$ cat src/rtl/pool_window_gen_if.sv
// Pixel-stream in / pooling-window out bundle for pool_window_gen.
// The sof signal exists only when POOL_WIN_SOF_EN is defined.
interface pool_window_gen_if #(
    parameter int DATA_WIDTH = 8,
    parameter int WIN_SIZE   = 3
);
    // Handshake: no back-pressure. din (and sof) are consumed on every rising
    // edge where din_vld is high; win_vld is a one-cycle strobe qualifying win
    // and eof, and win holds its value until the next accepted pixel.
    logic                                           din_vld;
    logic signed [DATA_WIDTH-1:0]                   din;
`ifdef POOL_WIN_SOF_EN
    logic                                           sof;
`endif
    logic                                           win_vld;
    logic [WIN_SIZE-1:0][WIN_SIZE-1:0][DATA_WIDTH-1:0] win;
    logic                                           eof;

`ifdef POOL_WIN_SOF_EN
    modport master (output din_vld, din, sof, input win_vld, win, eof);
    modport slave  (input din_vld, din, sof, output win_vld, win, eof);
`else
    modport master (output din_vld, din, input win_vld, win, eof);
    modport slave  (input din_vld, din, output win_vld, win, eof);
`endif
endinterface

$ cat src/rtl/pool_window_gen.sv
// Sliding WIN_SIZE x WIN_SIZE window generator with stride for a pooling core.
// Optional feature: define POOL_WIN_SOF_EN to add the sof frame-restart input.
module pool_window_gen #(
    parameter int DATA_WIDTH = 8,
    parameter int WIN_SIZE   = 3,
    parameter int STRIDE     = 3,
    parameter int IMG_WIDTH  = 32,
    parameter int IMG_HEIGHT = 32
) (
    input logic               clk,
    input logic               reset_n,
    pool_window_gen_if.slave  bus
);
    localparam int CW       = (IMG_WIDTH  > 1) ? $clog2(IMG_WIDTH)  : 1;
    localparam int RW       = (IMG_HEIGHT > 1) ? $clog2(IMG_HEIGHT) : 1;
    localparam int PW       = (STRIDE     > 1) ? $clog2(STRIDE)     : 1;
    localparam int LAST_ROW = (WIN_SIZE - 1) + ((IMG_HEIGHT - WIN_SIZE) / STRIDE) * STRIDE;
    localparam int LAST_COL = (WIN_SIZE - 1) + ((IMG_WIDTH  - WIN_SIZE) / STRIDE) * STRIDE;

    typedef logic [DATA_WIDTH-1:0] pix_t;

    logic [CW-1:0] col, cur_col;
    logic [RW-1:0] row, cur_row;
    logic [PW-1:0] col_ph, cur_col_ph, next_col_ph;
    logic [PW-1:0] row_ph, cur_row_ph, next_row_ph;
    logic          col_last, row_last, qualify, at_last;
    logic          win_vld_q, eof_q;
    logic [WIN_SIZE-1:0][WIN_SIZE-1:0][DATA_WIDTH-1:0] win_q;

    // lb[0] is the oldest stored line, lb[WIN_SIZE-2] the line just above din.
    pix_t lb [WIN_SIZE-1][IMG_WIDTH];
    pix_t new_col [WIN_SIZE];

    // Position of the pixel being accepted; sof overrides it to (0,0).
    always_comb begin
        cur_col    = col;
        cur_row    = row;
        cur_col_ph = col_ph;
        cur_row_ph = row_ph;
`ifdef POOL_WIN_SOF_EN
        if (bus.sof) begin
            cur_col    = '0;
            cur_row    = '0;
            cur_col_ph = '0;
            cur_row_ph = '0;
        end
`endif
    end

    // Stride phases stay 0 until the counter reaches WIN_SIZE-1, then cycle mod STRIDE.
    always_comb begin
        col_last    = (cur_col == CW'(IMG_WIDTH - 1));
        row_last    = (cur_row == RW'(IMG_HEIGHT - 1));
        next_col_ph = '0;
        next_row_ph = '0;
        if (cur_col >= CW'(WIN_SIZE - 1))
            next_col_ph = (cur_col_ph == PW'(STRIDE - 1)) ? '0 : cur_col_ph + PW'(1);
        if (cur_row >= RW'(WIN_SIZE - 1))
            next_row_ph = (cur_row_ph == PW'(STRIDE - 1)) ? '0 : cur_row_ph + PW'(1);
        qualify = (cur_row >= RW'(WIN_SIZE - 1)) && (cur_col >= CW'(WIN_SIZE - 1)) &&
                  (cur_row_ph == '0) && (cur_col_ph == '0);
        at_last = (cur_row == RW'(LAST_ROW)) && (cur_col == CW'(LAST_COL));
    end

    always_comb begin
        for (int k = 0; k < WIN_SIZE - 1; k++) new_col[k] = lb[k][cur_col];
        new_col[WIN_SIZE-1] = bus.din;
    end

    // Line storage is never cleared: row qualification hides stale lines.
    always_ff @(posedge clk) begin
        if (bus.din_vld) begin
            for (int k = 0; k < WIN_SIZE - 2; k++) lb[k][cur_col] <= lb[k+1][cur_col];
            lb[WIN_SIZE-2][cur_col] <= bus.din;
        end
    end

    always_ff @(posedge clk or negedge reset_n) begin
        if (!reset_n) begin
            col       <= '0;
            row       <= '0;
            col_ph    <= '0;
            row_ph    <= '0;
            win_vld_q <= 1'b0;
            eof_q     <= 1'b0;
            win_q     <= '0;
        end else begin
            win_vld_q <= 1'b0;
            eof_q     <= 1'b0;
            if (bus.din_vld) begin
                win_vld_q <= qualify;
                eof_q     <= qualify && at_last;
                for (int r = 0; r < WIN_SIZE; r++) begin
                    for (int c = 0; c < WIN_SIZE - 1; c++) win_q[r][c] <= win_q[r][c+1];
                    win_q[r][WIN_SIZE-1] <= new_col[r];
                end
                if (col_last) begin
                    col    <= '0;
                    col_ph <= '0;
                    if (row_last) begin
                        row    <= '0;
                        row_ph <= '0;
                    end else begin
                        row    <= cur_row + RW'(1);
                        row_ph <= next_row_ph;
                    end
                end else begin
                    col    <= cur_col + CW'(1);
                    col_ph <= next_col_ph;
                end
            end
        end
    end

    assign bus.win_vld = win_vld_q;
    assign bus.eof     = eof_q;
    assign bus.win     = win_q;
endmodule

$ cat src/flat_wrapper.sv
// flat-port wrapper written by rule: the top's interface ports become plain ports
module pool_window_gen_flat 
#(
    parameter int DATA_WIDTH = 8,
    parameter int WIN_SIZE   = 3,
    parameter int STRIDE     = 3,
    parameter int IMG_WIDTH  = 32,
    parameter int IMG_HEIGHT = 32
)
  (clk, reset_n, bus_din_vld, bus_din, bus_win_vld, bus_win, bus_eof);
  pool_window_gen_if #(.DATA_WIDTH(DATA_WIDTH), .WIN_SIZE(WIN_SIZE)) bus_i ();
  input logic clk;
  input logic reset_n;
  input wire logic [$bits(bus_i.din_vld)-1:0] bus_din_vld;
  input wire logic [$bits(bus_i.din)-1:0] bus_din;
  output wire logic [$bits(bus_i.win_vld)-1:0] bus_win_vld;
  output wire logic [$bits(bus_i.win)-1:0] bus_win;
  output wire logic [$bits(bus_i.eof)-1:0] bus_eof;
  assign bus_i.din_vld = bus_din_vld;
  assign bus_i.din = bus_din;
  assign bus_win_vld = bus_i.win_vld;
  assign bus_win = bus_i.win;
  assign bus_eof = bus_i.eof;
  pool_window_gen #(.DATA_WIDTH(DATA_WIDTH), .WIN_SIZE(WIN_SIZE), .STRIDE(STRIDE), .IMG_WIDTH(IMG_WIDTH), .IMG_HEIGHT(IMG_HEIGHT)) u_core (.clk(clk), .reset_n(reset_n), .bus(bus_i));
endmodule
$ cat config.mk
export PLATFORM = sky130hd
export DESIGN_NAME = pool_window_gen_flat
export DESIGN_NICKNAME = d
export VERILOG_FILES = /design/src/rtl/pool_window_gen_if.sv /design/src/rtl/pool_window_gen.sv /design/src/flat_wrapper.sv
export SDC_FILE = /design/constraint.sdc
export NUM_CORES = 1
export LEC_CHECK = 0
export BUFFER_PORTS_ARGS = -buffer_cell sky130_fd_sc_hd__buf_2
export CORE_MARGIN = 3
export CORE_UTILIZATION = 47
export DETAILED_ROUTE_END_ITERATION = 7
export PLACE_DENSITY = 0.75
export SYNTH_ARGS = -nofsm -noshare
export SYNTH_HDL_FRONTEND = slang
export SYNTH_SLANG_ARGS = --single-unit
$ cat constraint.sdc
create_clock -name clk -period 2.8 [get_ports clk]
set_clock_uncertainty 0.05 [all_clocks]
set_input_delay 0.14 -clock clk [delete_from_list [all_inputs] [get_ports clk]]
set_output_delay 0.14 -clock clk [all_outputs]
set_load 0.01 [all_outputs]
==> flow_summary.ini <==
[run_status]
status = finished clean

[detailed_routing]
first_pass_iters = 5
avgViaCountPerCell = 5.89
via_count = 13300
final_antenna_net_count = 0
drtIter0Drc = 1611
drc = 0
post_drt_wl_per_cell_um = 25.0
drt-total-wl_mm = 56.6

[global_route]
grt_first_pass_wirelength_mm = 83.6
grt_pass1_vias = 13200
antenna_found_initial = 2
grt_usage_pct = 21.1
grt_max_degree = 61
grt_overflow_total = 0

[power]
p_leak_nw = 9.67
vdd_drop_max_v = 0.000636
powerDensity_nw_per_um2 = 1040

[floorplan]
ios = 85
coreArea_um2 = 49300
die_w_um = 230
rows = 81
die-height_um = 230
start_util_pct = 47.8
dieArea_um2 = 52800

[synthesis]
netlist_area_um2 = 23500
ys_types = 62
yosysWarningCount = 0
synth_ff_type = edfxtp_1
synth_area_per_cell_um2 = 17.4
synthesis.nets = 1372
ys_ff_latch = 600
synth.yosys.seq_area_share_pct = 74.6
synth_edf_count = 512
synth_cells = 1352
async_reset_ff_share_pct = 14.7

[cts]
root_buffer = clkbuf_16
clk_latency_ns = 0.61
post-cts-setup-buffer-count = 0
cts_made_buffers = 56
cts.sinks = 600
clk_pin_slew_worst_paths_ns = 0.07
htreeDepth = 2
clockBufferDepth = 3
cts_tree = done

[placement]
io_buffers = 84
post-place-ws_ns = 0.0772
dp_hpwl_mm = 36.7
place_area_um2 = 25500
gp_congestion = 0.879

[setup_path]
worstSetupPathType = reg -> reg
arrival_ns = 3.17
startpoint = u_core.col[0]
reg2reg_from = u_core.col[0]
required_ns = 3.29
worstSetupEndpointType = flop
crit_fanout = 27
cp-start-kind = flop

[timing]
tns_ns = 0
finalMaxSlewViolations = 0
setup_viol = 0
finalHoldViolations = 0
fmax_mhz = 374
rsz0062_at_grt = false
relSlewSlack_pct = 42.0
worst_hold_slack_ns = 0.0307
period_needed_ns = 2.68
layout_setup_ws_ns = 0.124
final.period_utilization_pct = 95.6
worstMarginPinSlew_ns = 0.870

[finish]
post-route-util_pct = 55.6
drive_above_1_share_pct = 25.1
area_delta_synth_final_pct = 16.2
fillers = 3736
multi_input_area_um2 = 5420
seqCellArea_um2 = 17600
finalNetCount = 1571
design_area_um2 = 27400

[job]
cap_viol_max_count = 0

[hold_path]
hold_path.class = in -> async
## repair_timing
item,in CTS,in global routing
resized for setup,0,4
hold endpoints to repair,95,0
hold buffers,3,0
endpoints found under the setup margin,0,3
## cell families (layout without fill, tap and decap cells)
group / after synthesis / in the layout / share of synthesized area [%]
buf+inv: 90 / 336 / 2.39
fa+ha+maj: 9 / 9 / 0.478
xor+xnor: 1 / 1 / 0.0372
flops: 600 / 600 / 74.6
mux: 286 / 286 / 13.2
other cells: 0 / 1 / 0
simple gates: 185 / 185 / 4.31
compound gates: 181 / 181 / 4.98
## placed cells by master (no fill, tap or decap), types with 5 or more instances in the layout
cell type    n
edfxtp_1   512
mux2i_1    198
buf_4      109
dfrtp_1     86
buf_2       82
o22ai_1     80
mux2_2      77
nor2_1      68
clkbuf_16   58
nand2_1     25
a21oi_1     22
o21ai_0     22
buf_12      22
inv_1       16
nand3_1     14
clkbuf_1    14
nor4_1      13
a22oi_1     13
nor3_1      12
a31oi_1     11
mux4_2      11
clkinv_2    10
clkinv_1    10
ha_1         9
a22o_1       8
nor3b_1      7
nor2b_1      6
clkbuf_8     6
nand2b_1     5
## power by group
part / internal, mW / switching (mW) / total, mW
Combinational: 3.27 / 5.25 / 8.52
Sequential: 12.1 / 0.526 / 12.6
Clock: 4.13 / 3.19 / 7.32
## worst max-delay path, cell delays in order (launching register included)
cell and delay (ns):
dfrtp_2 0.50, or4b_1 0.76, o22ai_1 0.40, nor4_1 0.12
buf_4 0.15, nand3_1 0.09, buf_4 0.29, mux2_2 0.22
## per-layer routing
metal  up-vias  GRT usage (%)  routed length (µm)
li1       5739              -                   -
met1      6784           28.9               22400
met2       682           34.3               27400
met3       115           4.72                5440
met4         2           6.10                1470
met5         -              0                  10
## state kept, by name, summed over array words and instances (netlist names)
signal / cells
u_core.bus.win: 72
u_core.lb: 512
u_core.cur_row_ph: 2
u_core.col: 5
u_core.col_ph: 2
u_core.bus.win_vld: 1
u_core.cur_row: 5
u_core.bus.eof: 1
## cells in the mapped netlist (2+ instances only)
| cell | n | area, µm² |
|---|---|---|
| o21ai_0 | 22 | 110 |
| or2_2 | 2 | 12.5 |
| clkbuf_1 | 16 | 60.1 |
| a41oi_1 | 3 | 26.3 |
| mux4_2 | 11 | 248 |
| inv_1 | 16 | 60.1 |
| nand2_1 | 25 | 93.8 |
| a21oi_1 | 22 | 110 |
| mux2i_1 | 198 | 1980 |
| nand4bb_1 | 4 | 45.0 |
| o21ai_1 | 2 | 10.0 |
| nor2_1 | 68 | 255 |
| nor3_1 | 12 | 60.1 |
| a211oi_1 | 2 | 15.0 |
| dfrtp_1 | 88 | 2200 |
| or4_1 | 2 | 15.0 |
| a221oi_1 | 2 | 17.5 |
| a31oi_1 | 11 | 68.8 |
| ha_1 | 9 | 113 |
| a22oi_1 | 13 | 97.6 |
| nor3b_1 | 7 | 52.6 |
| o22ai_1 | 80 | 500 |
| nor4_1 | 14 | 87.6 |
| mux2_2 | 77 | 867 |
| o31ai_1 | 4 | 30.0 |
| or4_4 | 2 | 22.5 |
| buf_4 | 18 | 135 |
| buf_6 | 17 | 191 |
| buf_2 | 23 | 115 |
| nor2b_1 | 6 | 37.5 |
| a22o_1 | 8 | 70.1 |
| nand2b_1 | 5 | 31.3 |
| and3_1 | 3 | 18.8 |
| nor3_2 | 2 | 20.0 |
| edfxtp_1 | 512 | 15400 |
| nand3b_1 | 2 | 15.0 |
| or4b_1 | 3 | 30.0 |
| nand3_1 | 14 | 70.1 |
| nand4b_1 | 4 | 35.0 |
## per-stage QoR
stage / power, mW / std cells
finish: 28.4 / 2263
global placement: 20.8 / 2154
detailed placement: 21.1 / 2154
floorplan: 17.7 / 1352
global route: 29.5 / 2262
CTS: 28.5 / 2262
## final cells by class
class / count / share of cell area (%)
clock buffers: 78 / 5.80
clock inverters: 27 / 0.704
multi-input cells: 662 / 19.8
flip-flops and latches: 600 / 64.2
inverters: 16 / 0.219
well taps: 664 / 3.04
diodes: 1 / 0.00914
repair buffers: 215 / 6.17
## worst paths after layout
check / to / slack, ns / cells past startpoint
worst max-delay path: u_core.bus.win[41] / 0.12 / 7
worst min-delay path: u_core.cur_row[0] / 0.03 / 3
worst max register to register: u_core.bus.win[41] / 0.12 / 7
worst min register to register: u_core.cur_row_ph[1] / 0.43 / 2
max in group asynchronous: u_core.bus.win[65] / 2.33 / 3
min in group clk: u_core.lb[0][347] / 0.05 / 1
Power figures use the tool's default switching activity.
